### src/rtl/freq_meter_if.sv
// Result channel of freq_meter: a valid/ready port carrying the edge count
// of the last gate window and its saturation flag.
interface freq_meter_if #(
  parameter int CNT_W = 24
) ();
  logic             valid;
  logic             ready;
  logic [CNT_W-1:0] count_out;
  logic             overflow;

  modport master (
    output valid,
    output count_out,
    output overflow,
    input  ready
  );

  modport slave (
    input  valid,
    input  count_out,
    input  overflow,
    output ready
  );
endinterface

### src/rtl/freq_meter.sv
// freq_meter: counts edges of an asynchronous input over a fixed window of
// GATE_CYCLES clk cycles and offers the count on a valid/ready port.
// Optional build macro FREQ_METER_BOTH_EDGES_EN: when defined, both rising
// and falling transitions are counted; otherwise rising edges only.
//
// state | meaning
// IDLE  | waiting for start or cont
// ARM   | one cycle, clears gate counter, edge counter and saturation flag
// GATE  | counting edges for exactly GATE_CYCLES cycles
// HOLD  | result presented with valid=1 until the reader accepts it
module freq_meter #(
  parameter int GATE_CYCLES = 16000000,
  parameter int CNT_W       = 24,
  parameter int SYNC_STAGES = 2
) (
  input  logic clk,
  input  logic rst_n,
  input  logic sig_in,
  input  logic start,
  input  logic cont,
  output logic busy,
  freq_meter_if.master res
);

  localparam int GW = $clog2(GATE_CYCLES);
  localparam logic [GW-1:0]    GATE_LAST = GW'(GATE_CYCLES - 1);
  localparam logic [CNT_W-1:0] CNT_MAX   = '1;

  localparam logic [1:0] ST_IDLE = 2'd0;
  localparam logic [1:0] ST_ARM  = 2'd1;
  localparam logic [1:0] ST_GATE = 2'd2;
  localparam logic [1:0] ST_HOLD = 2'd3;

  logic [SYNC_STAGES-1:0] sync_q;
  logic                   hist_q;
  logic                   sync_out;
  logic                   edge_det;

  logic [1:0]       state_q,    state_d;
  logic [GW-1:0]    gate_cnt_q, gate_cnt_d;
  logic [CNT_W-1:0] edge_cnt_q, edge_cnt_d;
  logic             sat_q,      sat_d;
  logic             valid_q,    valid_d;
  logic [CNT_W-1:0] count_q,    count_d;
  logic             ovf_q,      ovf_d;

  logic             edge_at_max;
  logic [CNT_W-1:0] cnt_next;
  logic             sat_next;

  // Synchronize sig_in and keep one cycle of history for edge detection.
  always_ff @(posedge clk or negedge rst_n) begin
    if (!rst_n) begin
      sync_q <= '0;
      hist_q <= 1'b0;
    end else begin
      sync_q <= {sync_q[SYNC_STAGES-2:0], sig_in};
      hist_q <= sync_q[SYNC_STAGES-1];
    end
  end

  assign sync_out = sync_q[SYNC_STAGES-1];

`ifdef FREQ_METER_BOTH_EDGES_EN
  assign edge_det = sync_out ^ hist_q;
`else
  assign edge_det = sync_out & ~hist_q;
`endif

  // Saturating edge count including the edge of the current cycle; the
  // counter sticks at its maximum rather than wrapping.
  always_comb begin
    edge_at_max = edge_det && (edge_cnt_q == CNT_MAX);
    cnt_next    = edge_cnt_q;
    if (edge_det && !edge_at_max) begin
      cnt_next = edge_cnt_q + 1'b1;
    end
    sat_next = sat_q | edge_at_max;
  end

  // Measurement sequencer and result register next-state logic.
  always_comb begin
    state_d    = state_q;
    gate_cnt_d = gate_cnt_q;
    edge_cnt_d = edge_cnt_q;
    sat_d      = sat_q;
    valid_d    = valid_q;
    count_d    = count_q;
    ovf_d      = ovf_q;
    case (state_q)
      ST_IDLE: begin
        if (start || cont) begin
          state_d = ST_ARM;
        end
      end
      ST_ARM: begin
        gate_cnt_d = '0;
        edge_cnt_d = '0;
        sat_d      = 1'b0;
        state_d    = ST_GATE;
      end
      ST_GATE: begin
        edge_cnt_d = cnt_next;
        sat_d      = sat_next;
        if (gate_cnt_q == GATE_LAST) begin
          // The edge seen in the final gate cycle is part of the result.
          count_d = cnt_next;
          ovf_d   = sat_next;
          valid_d = 1'b1;
          state_d = ST_HOLD;
        end else begin
          gate_cnt_d = gate_cnt_q + 1'b1;
        end
      end
      ST_HOLD: begin
        // Result stays put until accepted, so nothing is ever overwritten.
        if (valid_q && res.ready) begin
          valid_d = 1'b0;
          state_d = cont ? ST_ARM : ST_IDLE;
        end
      end
      default: begin
        state_d = ST_IDLE;
      end
    endcase
  end

  // State, counters and result registers.
  always_ff @(posedge clk or negedge rst_n) begin
    if (!rst_n) begin
      state_q    <= ST_IDLE;
      gate_cnt_q <= '0;
      edge_cnt_q <= '0;
      sat_q      <= 1'b0;
      valid_q    <= 1'b0;
      count_q    <= '0;
      ovf_q      <= 1'b0;
    end else begin
      state_q    <= state_d;
      gate_cnt_q <= gate_cnt_d;
      edge_cnt_q <= edge_cnt_d;
      sat_q      <= sat_d;
      valid_q    <= valid_d;
      count_q    <= count_d;
      ovf_q      <= ovf_d;
    end
  end

  assign busy          = (state_q != ST_IDLE);
  assign res.valid     = valid_q;
  assign res.count_out = count_q;
  assign res.overflow  = ovf_q;

endmodule

### src/flat_wrapper.sv
// flat-port wrapper written by rule: the top's interface ports become plain ports
module freq_meter_flat 
#(
  parameter int GATE_CYCLES = 16000000,
  parameter int CNT_W       = 24,
  parameter int SYNC_STAGES = 2
)
  (clk, rst_n, sig_in, start, cont, busy, res_valid, res_count_out, res_overflow, res_ready);
  freq_meter_if #(.CNT_W(CNT_W)) res_i ();
  input  logic clk;
  input  logic rst_n;
  input  logic sig_in;
  input  logic start;
  input  logic cont;
  output logic busy;
  output wire logic [$bits(res_i.valid)-1:0] res_valid;
  output wire logic [$bits(res_i.count_out)-1:0] res_count_out;
  output wire logic [$bits(res_i.overflow)-1:0] res_overflow;
  input wire logic [$bits(res_i.ready)-1:0] res_ready;
  assign res_valid = res_i.valid;
  assign res_count_out = res_i.count_out;
  assign res_overflow = res_i.overflow;
  assign res_i.ready = res_ready;
  freq_meter #(.GATE_CYCLES(GATE_CYCLES), .CNT_W(CNT_W), .SYNC_STAGES(SYNC_STAGES)) u_core (.clk(clk), .rst_n(rst_n), .sig_in(sig_in), .start(start), .cont(cont), .busy(busy), .res(res_i));
endmodule
### config.mk
export PLATFORM = sky130hd
export DESIGN_NAME = freq_meter_flat
export DESIGN_NICKNAME = d
export VERILOG_FILES = /design/src/rtl/freq_meter_if.sv /design/src/rtl/freq_meter.sv /design/src/flat_wrapper.sv
export SDC_FILE = /design/constraint.sdc
export NUM_CORES = 1
export LEC_CHECK = 0
export CAP_MARGIN = 40
export CORE_ASPECT_RATIO = 0.9
export CORE_MARGIN = 1
export CORE_UTILIZATION = 45
export CTS_BUF_LIST = sky130_fd_sc_hd__clkbuf_16
export CTS_CLUSTER_SIZE = 16
export DETAILED_ROUTE_END_ITERATION = 10
export PLACE_DENSITY = 0.72
export SLEW_MARGIN = 20
export SYNTH_ARGS = -nofsm -noshare
export SYNTH_HDL_FRONTEND = slang
export SYNTH_SLANG_ARGS = --single-unit
### constraint.sdc
create_clock -name clk -period 2.2 [get_ports clk]
set_clock_uncertainty 0.2 [all_clocks]
set_input_delay 0.22 -clock clk [delete_from_list [all_inputs] [get_ports clk]]
set_output_delay 0.22 -clock clk [all_outputs]
set_load 0.01 [all_outputs]
Yosys cells after proc, flatten, opt, wreduce, memory -nomap -nowiden
Cells that the tools add are included.
{"block": "word_totals", "mem_bits_rw": 0, "out_inout_bits": 27, "in_bits": 6, "latchBits": 0, "ff_bits": 80, "memories": 0, "mem_bits_ro": 0}
{"block": "classes", "n_shift": 0, "order_cmp": 0, "eq_ne": 9, "bitwise": 3, "addsub": 2, "n_reduce_logical": 13, "muxes": 13, "n_mul": 0, "div": 0}
{"cell": "24-bit one-hot mux with 2 select lines", "n": 2}
{"cell": "24-bit by 1-bit adder with 24-bit output, second input constant", "n": 2}
{"cell": "24-bit equality test, second input constant", "n": 2}
{"cell": "24-bit two-way mux", "n": 2}
{"cell": "2-bit one-hot mux with 4 select lines", "n": 1}
{"cell": "2-bit two-way mux", "n": 3}
{"cell": "2-bit by 1-bit != test with 1-bit output, second input constant", "n": 3}
{"cell": "3-bit AND reduction", "n": 2}
{"cell": "2-bit nonzero test", "n": 3}
{"cell": "2-bit equality test, second input constant", "n": 2}
{"cell": "1-bit one-hot mux with 2 select lines", "n": 2}
{"cell": "2-bit AND reduction", "n": 2}
{"cell": "1-bit logical AND", "n": 3}
{"cell": "1-bit two-way mux", "n": 3}
{"cell": "2-bit by 1-bit equality test with 1-bit output, second input constant", "n": 1}
{"cell": "2-bit zero test", "n": 1}
{"cell": "2-bit != test, second input constant", "n": 1}
{"cell": "1-bit AND", "n": 1}
{"cell": "1-bit zero test", "n": 1}
{"cell": "1-bit logical OR", "n": 1}
{"cell": "1-bit NOT", "n": 1}
{"cell": "1-bit OR", "n": 1}

Longest topological paths before layout
Gate-level depths: netlist of run 1.
{"block": "logic_depth", "depth_word": 7, "depth_mapped": 9, "depth_no_buf": 6}

Worst setup path after synthesis of run 1
OpenSTA, ideal clock, no wires.
{"block": "synth_timing", "kind": "reg2reg", "from": "reg u_core.edge_cnt_q[0]", "to": "reg u_core.edge_cnt_q[11]", "required_time_ps": 1874, "stages_incl_launch_ff": 6, "arrival_time_ps": 1836, "period_less_slack_ps": 2162, "path_slack_ps": 38, "n_path_buf": 0, "cell_sequence": "dfrtp_1 ha_1 nand3_1 nor3_2 a21oi_1 a221o_1"}
{"block": "synth_via", "elab_chain_cells": 6}
{"item": "from (decl)", "line": "freq_meter.sv:41", "source": "logic [CNT_W-1:0] edge_cnt_q, edge_cnt_d;"}
{"item": "from (signal assigned)", "line": "freq_meter.sv:141", "source": "edge_cnt_q <= edge_cnt_d;"}
{"item": "parallel branches: the longest is 4 deep, another holds 24-bit by 1-bit adder with 24-bit output"}
{"item": "24-bit two-way mux (*)", "line": "freq_meter.sv:75", "source": "if (edge_det && !edge_at_max) begin"}
{"item": "24-bit one-hot mux with 2 select lines (*)", "line": "freq_meter.sv:90", "source": "case (state_q)"}
Mark *: on every way between the ends.
A chain may end at the register's enable or synchronous reset.

Worst setup path after layout of run 1
{"block": "layout_timing", "from": "reg u_core.edge_cnt_q[1]", "to": "reg u_core.count_q[0] (netlist: u_core.res.count_out[0])"}
{"block": "layout_via", "elab_chain_cells": 5}
{"item": "24-bit equality test", "line": "freq_meter.sv:73", "source": "edge_at_max = edge_det && (edge_cnt_q == CNT_MAX);"}
{"item": "1-bit logical AND", "line": "freq_meter.sv:73"}
{"item": "1-bit zero test", "line": "freq_meter.sv:75"}
{"item": "1-bit logical AND", "line": "freq_meter.sv:75"}
{"item": "24-bit two-way mux", "line": "freq_meter.sv:75"}
{"item": "to (signal assigned)", "line": "freq_meter.sv:144", "source": "count_q <= count_d;"}
{"item": "to (decl)", "line": "freq_meter.sv:44", "source": "logic [CNT_W-1:0] count_q, count_d;"}
Every way passes these cells.

==> results.tsv, run 1 <==
metric	value	unit
slew_viol_final	0	
post_dp_cell_area	5404	sq um
clock_sinks	80	
layout.nets	589	
synth_fp_nets	495	
fillers	803	
relSlewSlack	69.47	%
grt_remaining_overflow	0	
p_leak	2.520	nW
syn_inst	483	
setup_slack	0.04872	ns
area_delta_synth_final	33.39	%
layout_min_cycle_time	2.151	ns
portBuffers	32	
cap_viol_max_count	0	
rows	34	
drtIter0Drc	379	
cts_tree	built	
grtUsageMet3	4.515	%
cts_max_level	3	
synth_edf_count	0	
layout-drive-gt1-share	24.05	%
rsz0062_at_grt	true	
stdcell_area	5988	sq um
cp.required	2.22	ns
die_x	107.3	microns
ys_seq_elements	80	
grt_pass1_vias	4117	
multi_input_area	2470	sq um
start_util	46.28	%
drc_errors	0	
yosysWarnings	0	
finalHoldViolCount	0	
place_inst	682	
final_cell_mix	78 x dfrtp_1, 74 x nand2_1, 74 x buf_4	
antennaDiodeCount	0	
post-route-period-util	97.79	%
gp_congestion	0.9027	
top_usage_layer	met2	
cts_buffer_depth	2	
synth_area	4489	sq um
use_met1	36.65	%
first_pass_iters	5	
ys_seq_area_share	44.59	%
synthArstFlopShare	100.0	%
cts_buffers	9	
status	completed	
setup_viol	0	
layout_commonest_cell	dfrtp_1	
arrival	2.17	ns
grt_pass1_wl	20220	microns
register_area	2004	sq um
holdWs	0.1184	ns
fmax	0.4648	GHz
max_slew.worst_pin.slew	0.4545	ns
powerDensity	793.0	nW/um^2
cp_max_fo	4	
path_clk_slew	0.06	ns
cp-start-kind	flip-flop	
die_area	10380	sq um
antenna_found_initial	0	
fp.coreArea	9699	sq um
grt.met2_usage	37.72	%
post_synth_num_cell_types	59	
hold_class	in2reg	
grt_max_degree	48	
finalNonFillerCells	708	
final_util	61.74	%
routedWlPerCell	17.25	microns
worst-setup-path-type	reg2reg	
vias_per_cell	5.980	
max-vdd-ir-drop	0.7965	mV
grt_usage	24.68	%
place_ws	-0.1885	ns
io_pins	33	
postRouteAntennaNets	0	
dpl.hpwl	8432	microns
dr_total_vias	4234	
routed_wl	12210	microns
insertion_delay	0.34	ns
die_y	96.76	microns
synth_ff_type	dfrtp_1	
end_kind	flip-flop	
clockRootBuffer	clkbuf_16	
synth.avg_cell_area	9.295	sq um
==> logic make-up (layout without fill, tap and decap cells) <==
| kind of cell | after synthesis | after routing | share of synthesized area [%] |
|---|---|---|---|
| buffers and inverters | 45 | 144 | 4.180 |
| adder cells (fa/ha/maj) | 6 | 6 | 1.672 |
| XOR/XNOR | 19 | 19 | 3.707 |
| multiplexers | 12 | 12 | 2.676 |
| AO/OA/AOI/OAI | 114 | 114 | 18.62 |
| flip-flops | 80 | 80 | 44.59 |
| AND/OR/NAND/NOR | 207 | 207 | 24.55 |
==> what timing repair did <==
action / 4_1_cts / 5_1_grt
endpoints found under the setup margin: 22 / 52
setup buffers: 1 / 8
hold buffers: 1 / 0
endpoints found under the hold margin: 33 / 0
pin swaps: 1 / 14
resized for setup: 6 / 39
==> path summary, 6_finish.rpt <==
path                            depth (start not counted)            startpoint  slack [ns]                       to
max in group asynchronous                               3                 rst_n        1.00     u_core.gate_cnt_q[4]
worst min-delay path                                    1                sig_in        0.12         u_core.sync_q[0]
worst min register to register                          0      u_core.sync_q[0]        0.16         u_core.sync_q[1]
min in group asynchronous                               2                 rst_n        0.18    u_core.edge_cnt_q[10]
worst max-delay path                                    7  u_core.edge_cnt_q[1]        0.05  u_core.res.count_out[0]
worst max register to register                          7  u_core.edge_cnt_q[1]        0.05  u_core.res.count_out[0]
==> critical path, cell delays in order, from the launching register on <==
cell and delay [ns]:
dfrtp_1 0.38, ha_2 0.23, nand3_4 0.11, or3_4 0.41, buf_4 0.16, o21ai_4 0.20
xor2_2 0.22, o21ai_0 0.10
==> cell type report <==
type	count	share of cell area, %
tap	126	2.633
sequential	80	33.47
inverter	15	0.9402
clock inverter	7	1.567
timing repair buffer	113	16.38
clock buffer	9	3.761
multi-input combinational	358	41.25
==> cells in the mapped netlist (2+ instances only) <==
cell	n	area share, %
a2111oi_2	3	1.0
a211o_1	2	0.39
a21oi_1	16	1.8
a221o_1	6	1.3
a31oi_1	4	0.56
and3_1	5	0.70
and4_1	6	1.2
buf_2	9	1.0
clkbuf_1	19	1.6
dfrtp_1	80	45
ha_1	6	1.7
inv_1	15	1.3
mux2i_1	12	2.7
nand2_1	74	6.2
nand2b_1	3	0.42
nand3_1	35	3.9
nand4_1	15	2.1
nor2_1	22	1.8
nor2b_1	2	0.28
nor3_1	9	1.0
nor4_1	7	0.98
o211ai_1	6	1.0
o21a_1	3	0.50
o21ai_0	27	3.0
o21ai_1	9	1.0
o21ai_4	2	0.72
o221ai_1	2	0.39
o22ai_1	2	0.28
o311ai_0	10	2.0
o311ai_1	3	0.59
o31ai_1	7	1.2
o41ai_1	2	0.39
or2_2	4	0.56
or3_1	5	0.70
or4_1	10	1.7
xnor2_1	11	2.1
xor2_1	8	1.6
==> flip-flops by register name, indices dropped and copies added, names as in the netlist <==
signal / count
u_core.sync_q: 2
u_core.res.valid: 1
u_core.sat_q: 1
u_core.res.count_out: 24
u_core.res.overflow: 1
u_core.state_q: 2
u_core.gate_cnt_q: 24
u_core.hist_q: 1
u_core.edge_cnt_q: 24
==> metrics by stage <==
| stage | setup TNS [ns] | power [mW] |
|---|---|---|
| 3_3_place_gp | -0.8453 | 3.025 |
| 4_1_cts | 0 | 4.692 |
| 6_report | 0 | 4.749 |
| 2_1_floorplan | 0 | 2.407 |
| 5_1_grt | -0.3637 | 4.994 |
| 3_5_place_dp | -1.487 | 3.071 |
==> metal layers <==
metal | wire (microns) | vias to the layer above
li1 | - | 1985
met1 | 5389 | 2039
met2 | 5764 | 198
met3 | 935 | 12
met4 | 123 | 0
met5 | 0 | -
==> report_power, final <==
| group | switching, mW | internal (mW) |
|---|---|---|
| logic | 0.987 | 0.550 |
| registers | 0.0596 | 1.54 |
| clock network | 0.619 | 0.994 |
| total | 1.67 | 3.08 |
No activity file was read; power rests on OpenSTA's default activity.
==> run 2, diff against run 1 <==
CORE_UTILIZATION = 30   (was 45)
PLACE_DENSITY = 0.54   (was 0.72)
==> results.tsv, run 2 (synthesis results as in run 1) <==
metric	value	unit
holdWs	0.1160	ns
clock_sinks	80	
final_cell_mix	77 x dfrtp_1, 74 x nand2_1, 74 x buf_4	
path_clk_slew	0.06	ns
cts_max_level	3	
hold_class	in2reg	
cp.required	2.24	ns
grt_pass1_wl	20010	microns
post-route-period-util	101.0	%
postRouteAntennaNets	0	
post_dp_cell_area	5537	sq um
area_delta_synth_final	37.18	%
stdcell_area	6158	sq um
rsz0062_at_grt	true	
die_area	15460	sq um
rows	42	
setup_viol	2	
routed_wl	12610	microns
cap_viol_max_count	0	
layout_commonest_cell	dfrtp_1	
die_y	118.1	microns
dpl.hpwl	8698	microns
antenna_found_initial	0	
layout.nets	592	
dr_total_vias	4137	
drtIter0Drc	226	
p_leak	2.559	nW
cp_max_fo	4	
slew_viol_final	0	
drc_errors	0	
vias_per_cell	5.290	
reg2regPathDepth	6	
first_pass_iters	5	
end_kind	flip-flop	
grt_usage	16.87	%
grt_max_degree	45	
violations	setup timing	
antennaDiodeCount	0	
cts_buffer_depth	2	
worst-setup-path-type	reg2reg	
insertion_delay	0.35	ns
routedWlPerCell	16.12	microns
max_slew.worst_pin.slew	0.5179	ns
powerDensity	785.5	nW/um^2
final_util	42.00	%
setup_slack	-0.02216	ns
status	finished with violations	
reg2reg_from	u_core.edge_cnt_q[22]	
finalNonFillerCells	782	
fmax	0.4500	GHz
portBuffers	32	
fillers	1447	
min_from	sig_in	
layout_min_cycle_time	2.222	ns
cts_tree	built	
reg2reg_to	u_core.res.count_out[1]	
max-vdd-ir-drop	0.5764	mV
grt_remaining_overflow	0	
cp-start-kind	flip-flop	
relSlewSlack	65.47	%
place_inst	758	
gp_congestion	0.8699	
hold_depth	1	
hold_end	u_core.sync_q[0]	
layout-drive-gt1-share	25.00	%
grt_pass1_vias	3938	
io_pins	33	
die_x	130.9	microns
start_util	30.62	%
finalHoldViolCount	0	
setup_tns	-0.03370	ns
reg2reg_slack	-0.02	ns
cts_buffers	9	
arrival	2.26	ns
fp.coreArea	14660	sq um
clockRootBuffer	clkbuf_16	
-- run 2: where the power goes --
| part | internal, mW | switching, mW |
|---|---|---|
| Clock | 0.983 | 0.623 |
| Combinational | 0.623 | 1.01 |
| Sequential | 1.54 | 0.0599 |
-- run 2: final cells by class --
class                      count  area [sq um]  share of cell area (%)
clock inverter                 6         85.08                   1.382
clock buffer                   9         225.2                   3.657
multi-input combinational    358          2499                   40.57
inverter                      15         60.06                  0.9752
timing repair buffer         116          1036                   16.82
sequential                    80          2006                   32.57
tap                          198         247.7                   4.023
-- run 2: metrics by stage --
step / total power [mW] / setup WS, ns
after detailed placement: 3.142 / -0.2106
after global routing: 5.078 / -0.08020
after floorplan: 2.407 / 0.03823
final: 4.838 / -0.02216
after global placement: 3.114 / -0.1352
after CTS: 4.777 / 0.003213
-- run 2: how the worst max path moves through the flow --
stage | cells after the start | to | slack [ns] | startpoint
finish | 6 | u_core.res.count_out[1] | -0.02 | u_core.edge_cnt_q[22]
global route | 6 | u_core.res.count_out[1] | -0.08 | u_core.edge_cnt_q[22]
CTS | 6 | u_core.res.count_out[4] | 0.003 | u_core.edge_cnt_q[21]
detailed placement | 6 | u_core.edge_cnt_q[15] | -0.21 | u_core.edge_cnt_q[1]
global placement | 6 | u_core.edge_cnt_q[15] | -0.14 | u_core.edge_cnt_q[1]
floorplan | 5 | u_core.edge_cnt_q[11] | 0.04 | u_core.edge_cnt_q[0]
-- run 2: critical path, stage by stage (launching register included) --
cell     delay, ns
dfrtp_1       0.38
nand4_1       0.22
or4_4         0.67
o21ai_4       0.18
buf_6         0.14
mux2i_4       0.23
a21oi_2       0.07
-- run 2: repair_timing --
action | CTS | global route
endpoints found under the setup margin | 24 | 58
pin swaps | 1 | 19
setup buffers | 0 | 8
endpoints found under the hold margin | 36 | 0
resized for setup | 4 | 44
hold buffers | 1 | 0
-- run 2: per-layer routing --
metal	track usage, %	share of wire (%)	vias to the layer above
met5	0	0	-
met4	6.106	1.9	0
met3	3.864	4.2	18
met2	23.51	44	97
met1	25.10	50	2032
li1	-	-	1990
==> run 3, diff against run 2 <==
GPL_ROUTABILITY_DRIVEN = 0   (was unset)
==> results of run 3 <==
No change in the layout: final DEF, timing and power equal those of run 2.
